`config.mk`:
```
export PLATFORM = sky130hd
export DESIGN_NAME = rv_axi_rd_arb
export DESIGN_NICKNAME = d
export VERILOG_FILES = /design/src/rtl/rv_axi_rd_arb.sv
export SDC_FILE = /design/constraint.sdc
export NUM_CORES = 1
export LEC_CHECK = 0
export CORE_MARGIN = 2
export CORE_UTILIZATION = 28
export DETAILED_ROUTE_END_ITERATION = 7
export PLACE_DENSITY = 0.95
export SYNTH_ARGS = -nofsm -noshare
export SYNTH_HDL_FRONTEND = slang
export SYNTH_SLANG_ARGS = --single-unit
export TNS_END_PERCENT = 5
```
`constraint.sdc`:
```
create_clock -name aclk -period 6.29 [get_ports aclk]
set_input_delay 1.5725 -clock aclk [delete_from_list [all_inputs] [get_ports aclk]]
set_output_delay 1.5725 -clock aclk [all_outputs]
set_load 0.005 [all_outputs]
```
`src/rtl/rv_axi_rd_arb.sv`:
```
`default_nettype none
// ============================================================================
// rv_axi_rd_arb : round-robin AXI read arbiter, NCH cache masters -> one memc
//                 read port, with outstanding-burst tracking and R routing.
// Option macro  : RV_ARB_RID_EN (ID-tagged AR, out-of-order R by m_rid)
// Revision      : 1.0
// ============================================================================
module rv_axi_rd_arb #(
    parameter int NCH = 2,
    parameter int AW  = 28,
    parameter int DW  = 32,
    parameter int OSD = 4
) (
    input  logic                      aclk,
    input  logic                      arst_n,
    input  logic [NCH*AW-1:0]         s_araddr,
    input  logic [NCH*8-1:0]          s_arlen,
    input  logic [NCH-1:0]            s_arvalid,
    output logic [NCH-1:0]            s_arready,
    output logic [DW-1:0]             s_rdata,
    output logic [NCH-1:0]            s_rvalid,
    output logic [NCH-1:0]            s_rlast,
    input  logic [NCH-1:0]            s_rready,
`ifdef RV_ARB_RID_EN
    output logic [$clog2(NCH)-1:0]    m_arid,
`else
    output logic                      m_arid,
`endif
    output logic [AW-1:0]             m_araddr,
    output logic [7:0]                m_arlen,
    output logic                      m_arvalid,
    input  logic                      m_arready,
`ifdef RV_ARB_RID_EN
    input  logic [$clog2(NCH)-1:0]    m_rid,
`else
    input  logic                      m_rid,
`endif
    input  logic [DW-1:0]             m_rdata,
    input  logic                      m_rlast,
    input  logic                      m_rvalid,
    output logic                      m_rready,
    output logic [$clog2(OSD):0]      outstanding,
    output logic                      err
);
    localparam int GW = $clog2(NCH);
    localparam int PW = $clog2(OSD);
    localparam logic [PW:0] FULL_CNT = (PW+1)'(OSD);

    localparam logic [0:0] S_IDLE = 1'b0;
    localparam logic [0:0] S_ADDR = 1'b1;

    logic [0:0]    state;
    logic [GW-1:0] gnt;
    logic [GW-1:0] last;
    logic [GW-1:0] pick;
    logic [GW-1:0] cand;
    logic          found;
    logic          full;
    logic          push;
    logic [PW:0]   count;

    // Round-robin: first requester strictly after the last winner, with wrap.
    always_comb begin
        pick  = last;
        cand  = '0;
        found = 1'b0;
        for (int i = 1; i <= NCH; i++) begin
            cand = GW'((int'(last) + i) % NCH);
            if (!found && s_arvalid[cand]) begin
                pick  = cand;
                found = 1'b1;
            end
        end
    end

    assign full = (count == FULL_CNT);

    always_ff @(posedge aclk or negedge arst_n) begin
        if (!arst_n) begin
            state <= S_IDLE;
            gnt   <= '0;
            last  <= GW'(NCH-1);
        end else begin
            case (state)
                S_IDLE: if (found && !full) begin
                    gnt   <= pick;
                    state <= S_ADDR;
                end
                S_ADDR: if (m_arready) begin
                    last  <= gnt;
                    state <= S_IDLE;
                end
                default: state <= S_IDLE;
            endcase
        end
    end

    assign m_arvalid = (state == S_ADDR);
    assign push      = m_arvalid && m_arready;
    assign s_rdata   = m_rdata;
    assign outstanding = count;

    always_comb begin
        m_araddr  = '0;
        m_arlen   = '0;
        s_arready = '0;
        for (int k = 0; k < NCH; k++) begin
            if (gnt == GW'(k)) begin
                m_araddr = s_araddr[k*AW +: AW];
                m_arlen  = s_arlen[k*8 +: 8];
            end
        end
        if (m_arvalid) s_arready[gnt] = m_arready;
    end

`ifdef RV_ARB_RID_EN
    logic [PW:0] cnt [NCH];
    logic        rid_ok;
    logic        last_beat;
    logic        dec;

    assign m_arid    = gnt;
    assign rid_ok    = ({1'b0, m_rid} < (GW+1)'(NCH));
    assign last_beat = m_rvalid && m_rready && m_rlast;
    assign dec       = last_beat && rid_ok && (cnt[m_rid] != '0);

    // Unknown IDs are drained so memc can never deadlock on a stray beat.
    always_comb begin
        s_rvalid = '0;
        s_rlast  = '0;
        m_rready = 1'b1;
        if (rid_ok) begin
            s_rvalid[m_rid] = m_rvalid;
            s_rlast[m_rid]  = m_rlast;
            m_rready        = s_rready[m_rid];
        end
    end

    always_ff @(posedge aclk or negedge arst_n) begin
        if (!arst_n) begin
            for (int k = 0; k < NCH; k++) cnt[k] <= '0;
            count <= '0;
            err   <= 1'b0;
        end else begin
            for (int k = 0; k < NCH; k++) begin
                if (push && gnt == GW'(k) && !(dec && m_rid == GW'(k)))
                    cnt[k] <= cnt[k] + (PW+1)'(1);
                else if (dec && m_rid == GW'(k) && !(push && gnt == GW'(k)))
                    cnt[k] <= cnt[k] - (PW+1)'(1);
            end
            if (push && !dec)      count <= count + (PW+1)'(1);
            else if (dec && !push) count <= count - (PW+1)'(1);
            if (last_beat && !dec) err <= 1'b1;
        end
    end
`else
    logic [GW-1:0] fifo [OSD];
    logic [PW-1:0] wr_ptr;
    logic [PW-1:0] rd_ptr;
    logic [GW-1:0] head;
    logic          empty;
    logic          pop;
    logic          unused_rid;

    assign m_arid     = 1'b0;
    assign unused_rid = m_rid;
    assign head       = fifo[rd_ptr];
    assign empty      = (count == '0);
    assign pop        = !empty && m_rvalid && m_rready && m_rlast;

    // With nothing queued the beat has no owner; accept it and flag the error.
    always_comb begin
        s_rvalid = '0;
        s_rlast  = '0;
        m_rready = 1'b1;
        if (!empty) begin
            s_rvalid[head] = m_rvalid;
            s_rlast[head]  = m_rlast;
            m_rready       = s_rready[head];
        end
    end

    always_ff @(posedge aclk) begin
        if (push) fifo[wr_ptr] <= gnt;
    end

    always_ff @(posedge aclk or negedge arst_n) begin
        if (!arst_n) begin
            wr_ptr <= '0;
            rd_ptr <= '0;
            count  <= '0;
            err    <= 1'b0;
        end else begin
            if (push) wr_ptr <= wr_ptr + PW'(1);
            if (pop)  rd_ptr <= rd_ptr + PW'(1);
            if (push && !pop)      count <= count + (PW+1)'(1);
            else if (pop && !push) count <= count - (PW+1)'(1);
            if (m_rvalid && empty) err <= 1'b1;
        end
    end
`endif

endmodule
`default_nettype wire

```
==> flow_summary_export.csv, run 1 <==
group,metric,value,unit
floorplan,initial_utilization,29.0,%
yosys,yosys_warnings,0,
job,maximum_capacitance_violations,0,
power,power_density,320,mW/mm^2
yosys,synthCells,146,
place,detailed_place_hpwl,3690,um
global_route,gr-max-usage-layer,"met2",
worst_setup_path,worst_r2r_startpoint,"rd_ptr[1]$_DFFE_PN0P_",
clock_network,clock_pin_slew_worst_setup_and_hold_paths,0.06,ns
routing,antenna_left,0,
clock_network,tritoncts_buffers,3,
clock_network,cts_setup_buffers,0,
global_route,grt.met2_usage,28.2,%
yosys,synth_top_family_by_area,"multiplexers",
sta,whs,0.486,ns
sta,max_slew_margin,65.0,%
sta,timing_hold_violations_final,0,
sta,fin_crit,4.53,ns
yosys,synth_adder_area_share,5.53,%
final_layout,area.growth.synth_to_final,77.3,%
yosys,synth_seq_cells,15,
routing,wl_per_cell,14.2,um
sta,maxSlewViolCount,0,
yosys,synthesis.nets,266,
power,p_leak,1.06,nW
clock_network,clkSinkCount,15,
worst_setup_path,slowest_stage,"sky130_fd_sc_hd__clkdlybuf4s50_1",
place,dpl-instance-area,0.00260,sq mm
worst_setup_path,r2r_cells,8,
sta,setup_repair_after_global_routing_missed_its_margin,"false",
run_status,result_of_the_run,"complete, no violations",
place,place.port_buffers,128,
worst_setup_path,timing.reg2reg.setup_slack,3.84,ns
global_route,met1_track_demand_over_resource_in_global_routing,14.5,%
worst_setup_path,critPathLaunch,"m_arready",
final_layout,design_area,0.00265,sq mm
routing,initialDrtViolationCount,56,
worst_setup_path,worstSetupEndpointType,"output port",
worst_setup_path,worst_setup_path_category,"input port to output port",
worst_setup_path,critical_path_peak_fanout,7,
sta,setup_total_negative_slack,0,ns
routing,drc,0,
min_path,min-delay-path-class,"flop to flop",
routing,drt_first_pass_iters,4,
place,globalplace.congestion,0.737,
yosys,mappedNetlistArea,0.00149,sq mm
yosys,synth.distinct_cells,30,
floorplan,core-area,0.00514,sq mm
yosys,yosys-top-cells-area,"sky130_fd_sc_hd__mux2_2 (28%), sky130_fd_sc_hd__dfrtp_1 (17%), sky130_fd_sc_hd__buf_4 (17%)",
sta,fmax,221,MHz
clock_network,clockBufferDepth,2,
worst_setup_path,setup.worst_path.start_class,"input port",
yosys,post-synth-top-area-cell,"sky130_fd_sc_hd__mux2_2",
routing,vias,1368,
yosys,asyncSetResetFlopFracSynth,73.3,%
global_route,grt_util_met3,4.82,%
worst_setup_path,worst_ep_arrival_time,2.95,ns
yosys,synthDominantCellAreaShare,27.9,%
yosys,synth_seq_area_share,26.6,%
final_layout,insertedDiodeCount,0,
power,ir_worst_vdd,0.122,mV
sta,final.setup_skew,0.00335,ns
clock_network,cells_resized_by_post_cts_repair,0,
global_route,grt_pass1_vias,1486,
yosys,synth_xor_area_share,2.93,%
routing,routed_wire_length,4400,um
floorplan,floorplan.die_area,0.00593,sq mm
place,dp_slack,1.74,ns
worst_setup_path,cp_slowest_stage_delay,0.59,ns
floorplan,die_h,77.0,um
clock_network,cts_tree,"yes",
final_layout,most_common_library_cell_in_the_layout_ignoring_fill_and_taps,"sky130_fd_sc_hd__clkdlybuf4s50_1",
worst_setup_path,crit_path_cell_trace,"clkdlybuf4s50_1, nand2_1, nor2_1, clkdlybuf4s50_1",
global_route,grtUsageTotal,14.6,%
worst_setup_path,cp_common_cell,"sky130_fd_sc_hd__clkdlybuf4s50_1",
global_route,grt_antenna_before_repair,0,
clock_network,ctsRootBufferMaster,"sky130_fd_sc_hd__clkbuf_8",
final_layout,final_layout_size_suffix_gt1_share,19.5,%
floorplan,die_span_x,77.0,um
yosys,yosys.area_share.simple,8.30,%
global_route,wire_length_of_the_first_global_routing_pass,7010,um
clock_network,post_cts_hold_buffer_count,0,
clock_network,h-tree-depth,1,
final_layout,layout_common_cells,"sky130_fd_sc_hd__clkdlybuf4s50_1 (128), sky130_fd_sc_hd__mux2_2 (37), sky130_fd_sc_hd__dfrtp_1 (10)",
worst_setup_path,critPathCapture,"s_arready[0]",
yosys,avgSynthCellArea,10.2,sq um
yosys,ys.flop_type,"sky130_fd_sc_hd__dfrtp_1",
yosys,synth-compound-area-share,3.86,%
worst_setup_path,worstPathRequired,4.72,ns
worst_setup_path,crit-reg2reg-capture,"outstanding[1]$_DFFE_PN0P_",
sta,timing.final.crit_share,71.9,%
sta,report.final.setup_viol,0,
yosys,muxShareOfSynthArea,33.0,%
sta,timing_worst_slew_pin_value,0.524,ns
final_layout,layout.nets,362,
clock_network,clk-insertion-delay-late,0.24,ns
sta,finalWorstSetupSlack,1.76,ns
global_route,grt_max_degree,40,
floorplan,num_rows,26,
yosys,synth-edff-count,4,
routing,routed_via_density,4.40,
global_route,global_route.overflow_total,0,
floorplan,boundaryPins,195,
==> critical path: cells and delay by family <==
kind | cells | cell delay, ns
buf+inv | 2 | 1.12
simple gates | 2 | 0.26
==> per-layer routing <==
metal / vias up / share of wire [%]
li1: 657 / -
met1: 629 / 35
met2: 80 / 54
met3: 2 / 9.6
met4: 0 / 0.66
met5: - / 0
==> Yosys cell counts (2+ instances only) <==
cell type	count
sky130_fd_sc_hd__xor2_1	3
sky130_fd_sc_hd__buf_4	33
sky130_fd_sc_hd__o21ai_0	4
sky130_fd_sc_hd__buf_2	2
sky130_fd_sc_hd__nand2_1	7
sky130_fd_sc_hd__mux2i_1	4
sky130_fd_sc_hd__and3_1	6
sky130_fd_sc_hd__ha_1	5
sky130_fd_sc_hd__mux2_2	37
sky130_fd_sc_hd__clkbuf_1	3
sky130_fd_sc_hd__dfrtp_1	10
sky130_fd_sc_hd__inv_1	6
sky130_fd_sc_hd__edfxtp_1	4
sky130_fd_sc_hd__nor2_1	5
sky130_fd_sc_hd__xnor2_1	2
==> power by group <==
| part | switching (W) | leakage (nW) | total (W) | internal (W) |
|---|---|---|---|---|
| clock | 0.0000330 | 0.0255 | 0.0000768 | 0.0000438 |
| combinational | 0.000199 | 0.873 | 0.000576 | 0.000377 |
| sequential | 0.0000471 | 0.163 | 0.000193 | 0.000146 |
| total | 0.000279 | 1.06 | 0.000846 | 0.000567 |
==> layout make-up <==
class	count	area, sq um
sequential	15	397
timing repair buffer	129	1290
multi-input combinational	87	805
clock inverter	1	5.00
fill	492	2490
tap	70	87.6
inverter	6	22.5
clock buffer	3	41.3
==> metrics by stage <==
| stage | total power (W) | utilization (%) | instances |
|---|---|---|---|
| finish | 0.000846 | 51.5 | 311 |
| global route | 0.000912 | 51.5 | 311 |
| CTS | 0.000860 | 51.5 | 311 |
| detailed placement | 0.000776 | 50.6 | 307 |
| global placement | 0.000760 | 50.6 | 307 |
| floorplan | 0.000489 | - | 146 |
==> registers in the layout, summed over array words and instances, names as in the netlist <==
name and cells:
m_arvalid 1, outstanding 3, rd_ptr 2, last 1, err 1, gnt 1
wr_ptr 2, fifo 4
==> worst min path at each step <==
stage,from,to,slack (ns),depth (start not counted)
floorplan,err$_DFFE_PN0P_,err$_DFFE_PN0P_,0.47,1
global placement,err$_DFFE_PN0P_,err$_DFFE_PN0P_,0.46,1
detailed placement,err$_DFFE_PN0P_,err$_DFFE_PN0P_,0.47,1
CTS,err$_DFFE_PN0P_,err$_DFFE_PN0P_,0.49,1
global route,err$_DFFE_PN0P_,err$_DFFE_PN0P_,0.53,1
finish,err$_DFFE_PN0P_,err$_DFFE_PN0P_,0.49,1
==> kinds of logic (layout without fill, tap and decap cells) <==
| family | Yosys count | after routing |
|---|---|---|
| adder cells (fa/ha/maj) | 6 | 6 |
| multiplexers | 43 | 43 |
| AND/OR/NAND/NOR | 23 | 23 |
| buffers and inverters | 44 | 139 |
| AO/OA/AOI/OAI | 9 | 9 |
| flip-flops | 15 | 15 |
| other | 1 | 1 |
| XOR/XNOR | 5 | 5 |
Note: power is estimated with default switching activity, not from simulation.
==> run 2: changes to the inputs <==
- CORE_UTILIZATION: 28 -> 23
- PLACE_DENSITY: 0.95 -> 0.88
- clock period: 6.29 -> 3.8 ns (I/O delays scaled with it)
==> run 2 against run 1 <==
Clock-buffer cell count stayed put; first-iteration DRC count is 29% higher; wire length is 9.6% higher; utilization is 9.5 points lower; cell area hardly changed; sequential power is 100% higher; hold slack better by 0.014 ns; combinational power is 52% higher; global-route usage is 1.3 points lower; critical path type unchanged.
==> flow_summary_export.csv, run 2 (same netlist as run 1, synthesis figures left out) <==
group,metric,value,unit
run_status,result_of_the_run,"complete, no violations",
sta,report.final.setup_viol,0,
final_layout,layout_common_cells,"sky130_fd_sc_hd__clkdlybuf4s50_1 (128), sky130_fd_sc_hd__mux2_2 (37), sky130_fd_sc_hd__dfrtp_1 (9)",
clock_network,h-tree-depth,1,
clock_network,clockBufferDepth,2,
worst_setup_path,r2r_cells,8,
sta,max_slew_margin,42.3,%
clock_network,cells_resized_by_post_cts_repair,0,
min_path,hold_start,"err$_DFFE_PN0P_",
power,power_density,529,mW/mm^2
floorplan,boundaryPins,195,
final_layout,layout.nets,361,
clock_network,ctsRootBufferMaster,"sky130_fd_sc_hd__clkbuf_8",
final_layout,postLayoutCoreUtil,42.0,%
worst_setup_path,worst_setup_path_category,"input port to output port",
floorplan,core-area,0.00631,sq mm
sta,setup_repair_after_global_routing_missed_its_margin,"false",
sta,setup_total_negative_slack,0,ns
power,p_leak,1.06,nW
routing,drt_first_pass_iters,4,
sta,fmax,304,MHz
worst_setup_path,worstSetupEndpointType,"output port",
power,total_power,0.00140,W
min_path,min-delay-path-class,"flop to flop",
floorplan,initial_utilization,23.6,%
clock_network,post_cts_hold_buffer_count,0,
final_layout,area.growth.synth_to_final,77.5,%
sta,maxSlewViolCount,0,
place,dpl-instance-area,0.00260,sq mm
routing,routed_via_density,4.37,
final_layout,top_register,"fifo",
worst_setup_path,worstPathRequired,2.85,ns
global_route,global_route.overflow_total,0,
floorplan,floorplan.die_area,0.00715,sq mm
clock_network,clock_pin_slew_worst_setup_and_hold_paths,0.06,ns
power,ir_worst_vdd,0.277,mV
routing,drc,0,
global_route,grt_pass1_vias,1484,
clock_network,cts_tree,"yes",
global_route,grt_max_degree,44,
global_route,grtUsageTotal,13.3,%
clock_network,clkSinkCount,15,
place,globalplace.congestion,0.737,
clock_network,clk-insertion-delay-late,0.25,ns
final_layout,final_layout_size_suffix_gt1_share,19.6,%
routing,antenna_left,0,
job,maximum_capacitance_violations,0,
global_route,grt_antenna_before_repair,0,
routing,wl_per_cell,15.2,um
place,detailed_place_hpwl,4010,um
clock_network,cts_setup_buffers,0,
sta,timing.final.crit_share,86.5,%
sta,timing_hold_violations_final,0,
worst_setup_path,critical_path_peak_fanout,7,
sta,final.setup_skew,0.00145,ns
floorplan,die_span_x,84.6,um
routing,initialDrtViolationCount,72,
clock_network,tritoncts_buffers,3,
floorplan,num_rows,29,
worst_setup_path,crit-reg2reg-capture,"outstanding[1]$_DFFE_PN0P_",
routing,routed_wire_length,4820,um
sta,fin_crit,3.29,ns
sta,timing_worst_slew_pin_value,0.865,ns
worst_setup_path,worst_ep_arrival_time,2.34,ns
floorplan,die_h,84.6,um
global_route,wire_length_of_the_first_global_routing_pass,7450,um
min_path,worstHoldPathCells,1,
place,place.port_buffers,128,
sta,whs,0.500,ns
final_layout,insertedDiodeCount,0,
worst_setup_path,timing.reg2reg.setup_slack,1.37,ns
min_path,min_delay_worst_endpoint,"err$_DFFE_PN0P_",
worst_setup_path,worst_r2r_startpoint,"rd_ptr[1]$_DFFE_PN0P_",
final_layout,most_common_library_cell_in_the_layout_ignoring_fill_and_taps,"sky130_fd_sc_hd__clkdlybuf4s50_1",
routing,vias,1386,
final_layout,design_area,0.00265,sq mm
final_layout,largest_register_ff_count,4,
worst_setup_path,setup.worst_path.start_class,"input port",
run 2: cell types whose count changed in the layout (fill, tap and decap cells not counted), sizes merged:
cell  change
buf       -1
run 2: power breakdown:
part | leakage (nW) | internal, W | switching (W) | total, W
Sequential | 0.162 | 0.000242 | 0.000152 | 0.000394
Clock | 0.0255 | 0.0000727 | 0.0000576 | 0.000130
Combinational | 0.868 | 0.000619 | 0.000258 | 0.000877
run 2: metrics by stage:
step	std cells	worst slack, ns
2_1_floorplan	146	1.51
3_3_place_gp	313	0.521
3_5_place_dp	313	0.500
4_1_cts	317	0.495
5_1_grt	317	0.383
6_report	317	0.514
run 2: worst max-delay path by stage:
stage                     startpoint                    endpoint  cells after the start
after global placement     m_arready                s_arready[0]                      4
after floorplan              m_rlast  outstanding[1]$_DFFE_PN0P_                      6
after CTS                  m_arready                s_arready[0]                      4
after detailed placement   m_arready                s_arready[0]                      4
after global routing       m_arready                s_arready[0]                      4
final                      m_arready                s_arready[0]                      4
run 2: routing by layer:
| layer | global-route usage (%) | vias to the layer above | part of all wire, % |
|---|---|---|---|
| li1 | - | 653 | - |
| met1 | 14.2 | 628 | 36 |
| met5 | 0 | - | 0 |
| met4 | 5.05 | 0 | 1.6 |
| met2 | 25.3 | 98 | 55 |
| met3 | 2.56 | 7 | 8.1 |
run 2: final cells by class:
| cell class | count | area [sq um] |
|---|---|---|
| timing repair buffer | 128 | 1280 |
| multi-input combinational | 87 | 805 |
| inverter | 6 | 22.5 |
| clock buffer | 3 | 41.3 |
| fill | 610 | 3660 |
| tap | 77 | 96.3 |
| sequential | 15 | 398 |
| clock inverter | 1 | 5.00 |
run 2: critical path, stage by stage:
cell	delay, ns
sky130_fd_sc_hd__clkdlybuf4s50_1	0.58
sky130_fd_sc_hd__nand2_1	0.15
sky130_fd_sc_hd__nor2_1	0.11
sky130_fd_sc_hd__clkdlybuf4s50_1	0.54
